`config.mk`:
```
export PLATFORM = sky130hd
export DESIGN_NAME = cia_timer_gen
export DESIGN_NICKNAME = d
export VERILOG_FILES = /design/src/rtl/cia_timer_gen_pkg.sv /design/src/rtl/cia_timer_gen_pipe.sv /design/src/rtl/cia_timer_gen.sv
export SDC_FILE = /design/constraint.sdc
export NUM_CORES = 1
export LEC_CHECK = 0
export BUFFER_PORTS_ARGS = -buffer_cell sky130_fd_sc_hd__buf_2
export CAP_MARGIN = 20
export CORE_MARGIN = 2
export CORE_UTILIZATION = 57
export CTS_BUF_LIST = sky130_fd_sc_hd__clkbuf_4 sky130_fd_sc_hd__clkbuf_8 sky130_fd_sc_hd__clkbuf_16
export CTS_CLUSTER_SIZE = 40
export DETAILED_ROUTE_END_ITERATION = 6
export PLACE_DENSITY = 0.88
export SLEW_MARGIN = 20
export SYNTH_ARGS = -nofsm -noshare
export SYNTH_HDL_FRONTEND = slang
export SYNTH_SLANG_ARGS = --single-unit
export TNS_END_PERCENT = 20
```
`constraint.sdc`:
```
create_clock -name clk -period 5.85 [get_ports clk]
set_input_delay 0.8775 -clock clk [delete_from_list [all_inputs] [get_ports clk]]
set_output_delay 0.8775 -clock clk [all_outputs]
set_load 0.05 [all_outputs]
```
`src/rtl/cia_timer_gen_pkg.sv`:
```
// Shared types and constants for the generalised CIA interval timer.
package cia;

    typedef enum logic [1:0] {
        TSRC_PHI2     = 2'd0,
        TSRC_CNT      = 2'd1,
        TSRC_CASC     = 2'd2,
        TSRC_CASC_CNT = 2'd3
    } tsrc_t;

    typedef struct packed {
        logic  start;
        logic  runmode;
        logic  outmode;
        logic  force_load;
        tsrc_t src;
    } timer_ctrl_t;

    localparam int TIMER_DELAY_6526 = 2;

endpackage

```
`src/rtl/cia_timer_gen_pipe.sv`:
```
// Tick-enabled delay line between count qualification and the effective decrement.
module cia_timer_pipe #(
    parameter int DELAY = 2
) (
    input  logic clk,
    input  logic rst,
    input  logic en,
    input  logic flush,
    input  logic din,
    output logic dout
);

    generate
        if (DELAY == 0) begin : g_bypass
            assign dout = din;
        end else begin : g_shift
            logic [DELAY-1:0] stages;

            // NOTE: state registers use <= so every stage samples the pre-edge value of its neighbour.
            always_ff @(posedge clk) begin
                if (rst) begin
                    stages <= '0;
                end else if (en) begin
                    stages <= flush ? '0 : ((stages << 1) | DELAY'(din));
                end
            end

            assign dout = stages[DELAY-1];
        end
    endgenerate

endmodule

```
`src/rtl/cia_timer_gen.sv`:
```
// One CIA-style interval timer: byte-writable latch, down-counter, selectable source,
// one-shot/continuous run and pulse/toggle PB output. Instances chain via casc_i/underflow_o.
module cia_timer_gen
    import cia::*;
#(
    parameter int WIDTH = 16,
    parameter int DELAY = TIMER_DELAY_6526,
    localparam int BYTES = WIDTH / 8
) (
    input  logic             clk,
    input  logic             rst,
    input  logic             tick,
    input  logic [BYTES-1:0] latch_we,
    input  logic [WIDTH-1:0] latch_wdata,
    input  logic             start,
    input  logic             runmode,
    input  logic             outmode,
    input  logic             force_load,
    input  logic [1:0]       src,
    input  logic             cnt_i,
    input  logic             casc_i,
    output logic [WIDTH-1:0] count_o,
    output logic [WIDTH-1:0] latch_o,
    output logic             underflow_o,
    output logic             pb_o,
    output logic             start_clr_o
);

    timer_ctrl_t      ctrl;
    logic [WIDTH-1:0] count_q;
    logic [WIDTH-1:0] latch_q;
    logic [WIDTH-1:0] latch_next;
    logic             cnt_prev;
    logic             start_prev;
    logic             toggle;
    logic             q;
    logic             d;
    logic             uf_now;
    logic             pipe_flush;

    assign ctrl = '{start: start, runmode: runmode, outmode: outmode,
                    force_load: force_load, src: tsrc_t'(src)};

    // NOTE: each always_comb output is given a default first so no path can infer a latch.
    always_comb begin
        latch_next = latch_q;
        for (int i = 0; i < BYTES; i++) begin
            if (latch_we[i]) latch_next[8*i +: 8] = latch_wdata[8*i +: 8];
        end
    end

    always_comb begin
        q = 1'b0;
        case (ctrl.src)
            TSRC_PHI2:     q = ctrl.start;
            TSRC_CNT:      q = ctrl.start & cnt_i & ~cnt_prev;
            TSRC_CASC:     q = ctrl.start & casc_i;
            TSRC_CASC_CNT: q = ctrl.start & casc_i & cnt_i;
            default:       q = 1'b0;
        endcase
    end

    cia_timer_pipe #(.DELAY(DELAY)) u_pipe (
        .clk   (clk),
        .rst   (rst),
        .en    (tick),
        .flush (pipe_flush),
        .din   (q),
        .dout  (d)
    );

    assign uf_now     = d & (count_q == '0) & ~ctrl.force_load;
    assign pipe_flush = ctrl.force_load | (uf_now & ctrl.runmode);

    always_ff @(posedge clk) begin
        if (rst) begin
            count_q     <= '1;
            latch_q     <= '1;
            cnt_prev    <= 1'b0;
            start_prev  <= 1'b0;
            toggle      <= 1'b0;
            underflow_o <= 1'b0;
            start_clr_o <= 1'b0;
        end else begin
            latch_q <= latch_next;
            // Reloads take latch_q, i.e. the value before any write landing on the same edge.
            if (tick && ctrl.force_load) begin
                count_q <= latch_q;
            end else if (tick && d) begin
                count_q <= (count_q == '0) ? latch_q : count_q - WIDTH'(1);
            end else if (latch_we[BYTES-1] && !ctrl.start) begin
                count_q <= latch_next;
            end

            if (tick) begin
                cnt_prev    <= cnt_i;
                start_prev  <= ctrl.start;
                underflow_o <= uf_now;
                start_clr_o <= uf_now & ctrl.runmode;
                if (ctrl.start && !start_prev) toggle <= 1'b1;
                else if (uf_now)               toggle <= ~toggle;
            end
        end
    end

    assign count_o = count_q;
    assign latch_o = latch_q;
    assign pb_o    = ctrl.outmode ? toggle : underflow_o;

endmodule
```
======== After elaboration in Yosys (flattened, before gate mapping) ========
Index checks and enable logic that the tools add are counted.
storage, ports and cells
  bits in latches ......................... 0
  memories ................................ 0
  ROM bits ................................ 0
  register bits ........................... 39
  bits in writable memories ............... 0
operators by class
  divide/modulo/power cells ............... 0
  reductions and logical operators ........ 11
  mux-type cells .......................... 11
  multipliers ............................. 0
  bitwise gates (word level) .............. 12
  magnitude comparators ................... 0
  add/sub/neg operators ................... 1
  shift-type cells ........................ 0
  equality and inequality tests ........... 3
operators with widths
  operator                                             number
  two-way mux 16 bit                                   4
  zero test 16 bit                                     1
  two-way mux 8 bit                                    2
  subtractor 16 x 1 -> 16 bit, second input constant   1
  AND 1 bit                                            7
  equality test 2 bit, second input constant           2
  logical AND 1 bit                                    4
  one-hot mux 1 bit (4 select lines)                   1
  two-way mux 1 bit                                    3
  inverter 1 bit                                       3
  nonzero test 3 bit                                   1
  equality test 2 x 1 -> 1 bit, second input constant  1
  zero test 1 bit                                      2
  zero test 2 bit                                      1
  two-way mux 2 bit                                    1
  bitwise OR 2 x 1 -> 2 bit                            1
  AND reduction 2 bit                                  1
  nonzero test 2 bit                                   1
  bitwise OR 1 bit                                     1

======== Depth between registers and ports, before layout ========
Gate-level depths: netlist (run 1).
  word-level depth ........................ 6
  gate-level depth with buffers ........... 8
  depth with buffers taken out ............ 7

======== Modules after synthesis ========
Synthesis (run 1) repeated with hierarchy kept, for this count alone.
unflattened totals
  cell total of the unflattened synthesis .. 270
  area, all modules ....................... 2232.1 sq um
by module, submodules not included
  module          sequential area each (sq um)  times used  cells each  area an instance (sq um)
  cia_timer_gen   740.7                         1           262         2154.6
  cia_timer_pipe  40.0                          1           8           77.6

======== Worst setup path after synthesis (run 1) ========
No wires, ideal clock.
  path type ............................... flip-flop to flip-flop
  start point ............................. reg count_q[0] (netlist: count_o[0])
  end point ............................... reg count_q[3] (netlist: count_o[3])
  library setup time ...................... 0.079 ns
  slack ................................... 3.520 ns
  stages on the path, launching flop included .. 9
  data required time ...................... 5.771 ns
  period minus slack after synthesis ...... 2.330 ns
  buffers on the path ..................... 1
  data arrival time ....................... 2.250 ns
  cells stage by stage .................... dfxtp_1 inv_1 ha_1 or3b_2 or4_1 buf_2 o21ai_4 nor4_1 a211oi_2
between the ends
  cells in the longest elaborated chain, start to end .. 4
  elaborated cells between the ends (all ways) .. 5
ends and longest elaborated chain
  element                                                          RTL line             text
  start: declaration                                               cia_timer_gen.sv:30  logic [WIDTH-1:0] count_q;
  start signal: assignment                                         cia_timer_gen.sv:88  count_q <= latch_q;
  start signal: assignment                                         cia_timer_gen.sv:90  count_q <= (count_q == '0) ? latch_q : count_q - WIDTH'(1);
  start signal: assignment                                         cia_timer_gen.sv:92  count_q <= latch_next;
  subtractor 16 x 1 -> 16 bit or zero test 16 bit (tied branches)  cia_timer_gen.sv:90
  two-way mux 16 bit *                                             cia_timer_gen.sv:90
  two-way mux 16 bit *                                             cia_timer_gen.sv:89  end else if (tick && d) begin
  two-way mux 16 bit *                                             cia_timer_gen.sv:87  if (tick && ctrl.force_load) begin
Every way passes the cells marked *; elsewhere a longest branch is shown, timed or not.
A chain may end at the register's enable or synchronous reset.

======== Final worst setup path (run 1) ========
  start point ............................. reg count_q[1] (netlist: count_o[1])
  end point ............................... reg count_q[6] (netlist: count_o[6])
Same word-level chain as after synthesis.

==> impl_metrics.py, run 1 <==
metrics = {
    "die": {
        "die-area_um2": 4670,
        "ios": 64,
        "placementRows": 23,
        "dieHeight_um": 68.3,
        "die_w_um": 68.3,
        "start_util_pct": 59.0,
        "core_um2": 4000,
    },
    "power": {
        "total_power_mw": 0.660,
        "pwr-share-comb_pct": 25.5,
        "p_seq_share_pct": 46.4,
        "p_sw_mw": 0.235,
        "power.density_nw_per_um2": 242,
        "clockPowerShare_pct": 28.1,
        "p_leak_nw": 1.10,
        "power.internal_mw": 0.424,
        "p_sw_share_pct": 35.7,
        "irDropWorstVdd_mv": 0.199,
    },
    "synthesis": {
        "ys_warn_count": 0,
        "syn_nets": 320,
        "avgSynthCellArea_um2": 8.17,
        "synth_edf_count": 0,
        "syn_area_um2": 2360,
        "ys_seq_area_share_pct": 33.1,
        "synthArstFlopShare_pct": 0,
        "ys_seq_elements": 39,
        "ys_types": 57,
        "netlist_instances": 289,
        "synthFlopType": "dfxtp_1",
    },
    "drt": {
        "wl_per_cell_um": 16.0,
        "drt-pass1-iter-count": 5,
        "drtIter0Drc": 272,
        "viasPerCell": 6.20,
        "drc": 0,
        "finalWirelength_um": 6250,
        "via_count": 2419,
        "drtAntennaViolNets": 0,
    },
    "flow_run": {
        "drv_cap": 0,
    },
    "grt": {
        "grtUsageMet2_pct": 44.3,
        "antenna_found_initial": 0,
        "grt.busiest_layer": "met2",
        "met3_usage_pct": 5.59,
        "use_met1_pct": 36.9,
        "grt_pass1_wl_um": 9850,
        "grt_pass1_vias": 2101,
        "grt_overflow": 0,
        "track_usage_pct": 27.9,
        "grt_max_degree": 45,
    },
    "placement": {
        "pre_cts_ws_ns": 3.25,
        "port-buffer-count": 63,
        "hpwl_um": 4430,
        "place_inst": 382,
        "gp_congestion": 0.959,
    },
    "finish": {
        "nFillCells": 322,
        "multi_input_area_um2": 1440,
        "finalNonFillerCells": 390,
        "num_antenna_cells": 0,
        "layout-drive-gt1-share_pct": 26.2,
        "syn2layout_area_growth_pct": 15.5,
        "fin_nets": 370,
        "seq_area_um2": 781,
    },
    "worst_setup_path": {
        "endpoint_kind": "flip-flop",
        "r2r-start": "count_o[1]$_SDFFE_PP1P_",
        "critical_path_class": "reg -> reg",
        "worst_ep_required_time_ns": 6.04,
        "critPathLaunch": "count_o[1]$_SDFFE_PP1P_",
        "critPathLaunchType": "flip-flop",
        "arrival_ns": 2.88,
        "critPathMaxFanout": 15,
    },
    "clock_network": {
        "path_clk_slew_ns": 0.07,
        "numCtsBuffers": 5,
        "cts_resized": 0,
        "ctsHoldBuffers": 0,
        "cts_setup_buffers": 0,
        "cts_tree": "yes",
        "cts_buffer_depth": 2,
        "cts-htree-levels": 2,
        "insertion_delay_ns": 0.30,
        "cts.sinks": 39,
        "cts_root_buf": "clkbuf_8",
    },
    "sta": {
        "fin_crit_sh_pct": 46.0,
        "tightestPinTransition_ns": 0.847,
        "setup_viol": 0,
        "period_needed_ns": 2.69,
        "grt_setup_unrepaired": "no",
        "hold_viol_final": 0,
        "skew_ns": 0.0103,
        "setup_ws_ns": 3.16,
        "fin_tns_setup_ns": 0,
        "fmax_mhz": 371,
        "slew_headroom_pct": 43.0,
        "drv_slew": 0,
    },
    "hold_path": {
        "hold_class": "reg -> reg",
        "min_from": "start_prev$_SDFFE_PP0P_",
    },
    "status": {
        "status": "complete, no violations",
    },
}
## through the flow
stage	utilization [%]	instance area, µm²	hold WS, ns
6_report	68.1	2730	0.480
3_3_place_gp	65.9	2640	0.451
4_1_cts	68.1	2730	0.477
5_1_grt	68.1	2730	0.502
3_5_place_dp	65.9	2640	0.465
2_1_floorplan	-	2360	0.443
## path summary, 6_finish.rpt
path         depth (start not counted)  slack (ns)                       to
min reg2reg                          2        0.48  start_prev$_SDFFE_PP0P_
min                                  2        0.48  start_prev$_SDFFE_PP0P_
max                                  7        3.16  count_o[6]$_SDFFE_PP1P_
max reg2reg                          7        3.16  count_o[6]$_SDFFE_PP1P_
## cell families (layout without fill, tap and decap cells)
group,Yosys count,after routing,share of synthesized area (%)
AOI/OAI and AO/OA,95,95,27.4
and+or+nand+nor,106,106,24.9
adders and majority gates,2,2,1.06
muxes,12,12,5.30
buffers and inverters,28,79,5.73
DFF,39,39,33.1
xor gates and xnor gates,7,7,2.60
## synth_stat cells (all sizes together) (6+ instances only)
cell type   n  share of area [%]
dfxtp      39                 33
a21oi      22                4.7
inv         7                1.1
buf        10                2.9
nand2b     12                3.2
nor2       25                4.0
nor2b      10                2.7
xnor2       6                2.2
nand2      18                2.9
o21ai      25                5.8
a211oi      8                2.8
nor3       10                2.3
mux2i       8                3.4
nor4        6                2.2
clkbuf     11                1.7
## layout by cell type (no fill, tap or decap), drive strengths merged, types with 3 or more instances in the layout
cell     count
o22a         3
nor2        25
a211oi       8
a221oi       3
and2         3
mux2i        8
nand2b      12
nand2       18
o21ai       25
nor2b       10
a21o         5
mux2         4
dfxtp       39
a211o        3
nand3        5
a2111oi      3
nand3b       3
nor3        10
or4          5
buf         64
inv          7
a21oi       22
xnor2        6
o21bai       4
or2          3
nor4         6
clkbuf       6
## metal layers
layer | vias up | wire length (µm)
met3 | 11 | 492
met1 | 1124 | 2580
met4 | 0 | 88
met2 | 120 | 3090
li1 | 1164 | -
met5 | - | 0
## power groups by stage
stage	clock network, mW	logic [mW]	registers (mW)
6_report	0.185	0.168	0.306
5_1_grt	0.201	0.180	0.308
4_1_cts	0.188	0.167	0.305
3_5_place_dp	0	0.166	0.311
3_3_place_gp	0	0.164	0.310
2_1_floorplan	0	0.0728	0.362
## area by class of cell
cell class                      count  area share, %
Sequential cell                    39           28.7
Tap cell                           50           2.30
Clock inverter                      2          0.459
Inverter                            7          0.964
Clock buffer                        6           2.80
Multi-Input combinational cell    222           53.0
Timing Repair Buffer               64           11.8
## worst max-delay path, cell delays in order, from the launching register on
cell and delay, ns:
dfxtp_1 0.34, inv_1 0.12, ha_1 0.18, or3b_2 0.50, nor4_4 0.65, a211oi_1 0.27, a221o_2 0.38, a21o_1 0.16
## sequential cells by signal, summed over array words and instances, names as in the netlist
signal                 count
latch_o                   16
toggle                     1
start_prev                 1
underflow_o                1
start_clr_o                1
u_pipe.g_shift.stages      2
cnt_prev                   1
count_o                   16
Note: power is estimated with default switching activity, not from simulation.
==> inputs of run 2 (changes only) <==
--- a/config.mk
+++ b/config.mk
@@ -8,11 +8,11 @@
 export BUFFER_PORTS_ARGS = -buffer_cell sky130_fd_sc_hd__buf_2
 export CAP_MARGIN = 20
 export CORE_MARGIN = 2
-export CORE_UTILIZATION = 57
+export CORE_UTILIZATION = 47
 export CTS_BUF_LIST = sky130_fd_sc_hd__clkbuf_4 sky130_fd_sc_hd__clkbuf_8 sky130_fd_sc_hd__clkbuf_16
 export CTS_CLUSTER_SIZE = 40
 export DETAILED_ROUTE_END_ITERATION = 6
-export PLACE_DENSITY = 0.88
+export PLACE_DENSITY = 0.78
 export SLEW_MARGIN = 20
 export SYNTH_ARGS = -nofsm -noshare
 export SYNTH_HDL_FRONTEND = slang
==> constraint.sdc (replaced) <==
create_clock -name clk -period 2.2 [get_ports clk]
set_input_delay 0.33 -clock clk [delete_from_list [all_inputs] [get_ports clk]]
set_output_delay 0.33 -clock clk [all_outputs]
set_load 0.05 [all_outputs]
==> run 2 against run 1 <==
Core utilization decreased by 4.4 points. Fmax increased by 23%. Final cell count increased by 12%. Sequential share of layout area decreased by 2.6 points. Global-route usage decreased by 2.6 points. Sequential power increased to 2.6 times the previous value. Via count increased by 4.8%. Register-to-register slack got worse by 3.1 ns. Worst hold slack got worse by 0.22 ns. Total power increased to 3.0 times the previous value. Largest power group unchanged. Highest routed layer unchanged.
==> impl_metrics.py, run 2 (same netlist as run 1, synthesis figures left out) <==
metrics = {
    "status": {
        "status": "complete, no violations",
    },
    "clock_network": {
        "cts.sinks": 39,
        "cts_tree": "yes",
        "cts_setup_buffers": 0,
        "ctsHoldBuffers": 0,
        "cts-htree-levels": 2,
        "cts_buffer_depth": 2,
        "path_clk_slew_ns": 0.07,
        "numCtsBuffers": 5,
        "cts_root_buf": "clkbuf_8",
        "insertion_delay_ns": 0.30,
    },
    "power": {
        "power.density_nw_per_um2": 656,
        "pwr-share-comb_pct": 26.1,
        "p_sw_mw": 0.646,
        "p_seq_share_pct": 39.6,
        "power.internal_mw": 1.35,
        "irDropWorstVdd_mv": 0.611,
        "clockPowerShare_pct": 34.3,
        "p_sw_share_pct": 32.3,
        "p_leak_nw": 1.27,
    },
    "placement": {
        "place_inst": 429,
        "port-buffer-count": 63,
        "placed_area_um2": 2900,
        "pre_cts_ws_ns": -0.0383,
        "hpwl_um": 4960,
        "gp_congestion": 0.857,
    },
    "sta": {
        "grt_setup_unrepaired": "yes",
        "period_needed_ns": 2.18,
        "setup_viol": 0,
        "fin_crit_sh_pct": 99.2,
        "hold_viol_final": 0,
        "fin_tns_setup_ns": 0,
        "tightestPinTransition_ns": 0.763,
        "slew_headroom_pct": 49.2,
        "fmax_mhz": 458,
        "skew_ns": 0.00822,
        "drv_slew": 0,
        "setup_ws_ns": 0.0167,
    },
    "finish": {
        "final_common_cell": "buf_2",
        "fin_nets": 400,
        "fin_area_um2": 3050,
        "finalNonFillerCells": 437,
        "syn2layout_area_growth_pct": 29.2,
        "mostFrequentLayoutCells": "buf_2 (63), dfxtp_1 (29), buf_4 (29)",
        "nFillCells": 418,
        "num_antenna_cells": 0,
        "layout-drive-gt1-share_pct": 35.4,
    },
    "hold_path": {
        "hold_class": "in -> reg",
    },
    "drt": {
        "via_count": 2536,
        "viasPerCell": 5.80,
        "drtIter0Drc": 177,
        "drt-pass1-iter-count": 5,
        "drtAntennaViolNets": 0,
        "wl_per_cell_um": 16.0,
        "finalWirelength_um": 6970,
        "drc": 0,
    },
    "die": {
        "ios": 64,
        "placementRows": 25,
        "start_util_pct": 49.3,
        "core_um2": 4790,
        "die_w_um": 74.9,
        "dieHeight_um": 74.9,
        "die-area_um2": 5600,
    },
    "worst_setup_path": {
        "slowest_stage": "or4_4",
        "crit_family": "simple AND/OR/NAND/NOR gates",
        "critical_path_class": "reg -> reg",
        "critPathLaunchType": "flip-flop",
        "path_buf_inv": 2,
        "endpoint_kind": "flip-flop",
        "cpPeakStageDelay_ns": 0.62,
        "worst_ep_required_time_ns": 2.43,
        "arrival_ns": 2.41,
        "critPathMaxFanout": 6,
        "crit_chain": "inv_1, ha_1, or3b_4, or4_4, o21ai_4, buf_6, nand2_1, nand3_1",
    },
    "grt": {
        "grt_max_degree": 45,
        "track_usage_pct": 25.2,
        "grt_overflow": 0,
        "antenna_found_initial": 0,
        "grt_pass1_wl_um": 10800,
        "grt_pass1_vias": 2225,
    },
    "flow_run": {
        "drv_cap": 0,
    },
}
-- run 2: cell types whose count changed in the layout (fill, tap and decap cells not counted), sizes merged --
cell | before | now
clkbuf | 6 | 7
buf | 64 | 94
bufinv | 0 | 1
clkinvlp | 1 | 0
clkinv | 1 | 0
-- run 2: worst paths after layout --
check	startpoint	end	slack, ns	depth (start not counted)
worst max-delay path	count_o[0]$_SDFFE_PP1P_	count_o[2]$_SDFFE_PP1P_	0.02	8
worst min-delay path	latch_wdata[4]	latch_o[4]$_SDFF_PP1_	0.26	2
worst max register to register	count_o[0]$_SDFFE_PP1P_	count_o[2]$_SDFFE_PP1P_	0.02	8
worst min register to register	start_prev$_SDFFE_PP0P_	start_prev$_SDFFE_PP0P_	0.47	2
-- run 2: layout make-up --
class,count,area (µm²),area share [%]
Sequential cell,39,796,26.1
Tap cell,67,83.8,2.75
Multi-Input combinational cell,222,1460,47.8
Timing Repair Buffer,94,556,18.2
Clock buffer,7,101,3.32
Clock inverter,1,30.0,0.985
Inverter,7,26.3,0.862
-- run 2: power groups by stage --
stage,Combinational [mW],Sequential [mW],Clock (mW)
after floorplan,0.194,0.966,0
after global placement,0.509,0.804,0
after detailed placement,0.513,0.806,0
after CTS,0.517,0.790,0.693
after global routing,0.556,0.797,0.717
final,0.523,0.792,0.685
-- run 2: worst register-to-register path, cell delays in order (launching register included) --
cell and delay (ns):
dfxtp_2 0.33, inv_1 0.08, ha_1 0.17, or3b_4 0.41, or4_4 0.62, o21ai_4 0.25
buf_6 0.13, nand2_1 0.05, nand3_1 0.09
-- run 2: stage by stage --
stage | utilization [%] | hold slack, ns | power, mW
2_1_floorplan | - | 0.443 | 1.16
3_3_place_gp | 60.5 | 0.451 | 1.31
3_5_place_dp | 60.5 | 0.466 | 1.32
4_1_cts | 63.4 | 0.255 | 2.00
5_1_grt | 63.7 | 0.257 | 2.07
6_report | 63.7 | 0.262 | 2.00
-- run 2: timing repair --
action	CTS	global route
pin swaps	0	3
endpoints found under the setup margin	6	4
gates resized for setup	1	5
-- run 2: metal layers --
| metal | track usage (%) | wire length, µm | share of wire, % |
|---|---|---|---|
| met1 | 34.7 | 3030 | 43 |
| met5 | 0 | 0 | 0 |
| met4 | 8.33 | 99 | 1.4 |
| met3 | 4.69 | 487 | 7.0 |
| met2 | 40.0 | 3360 | 48 |
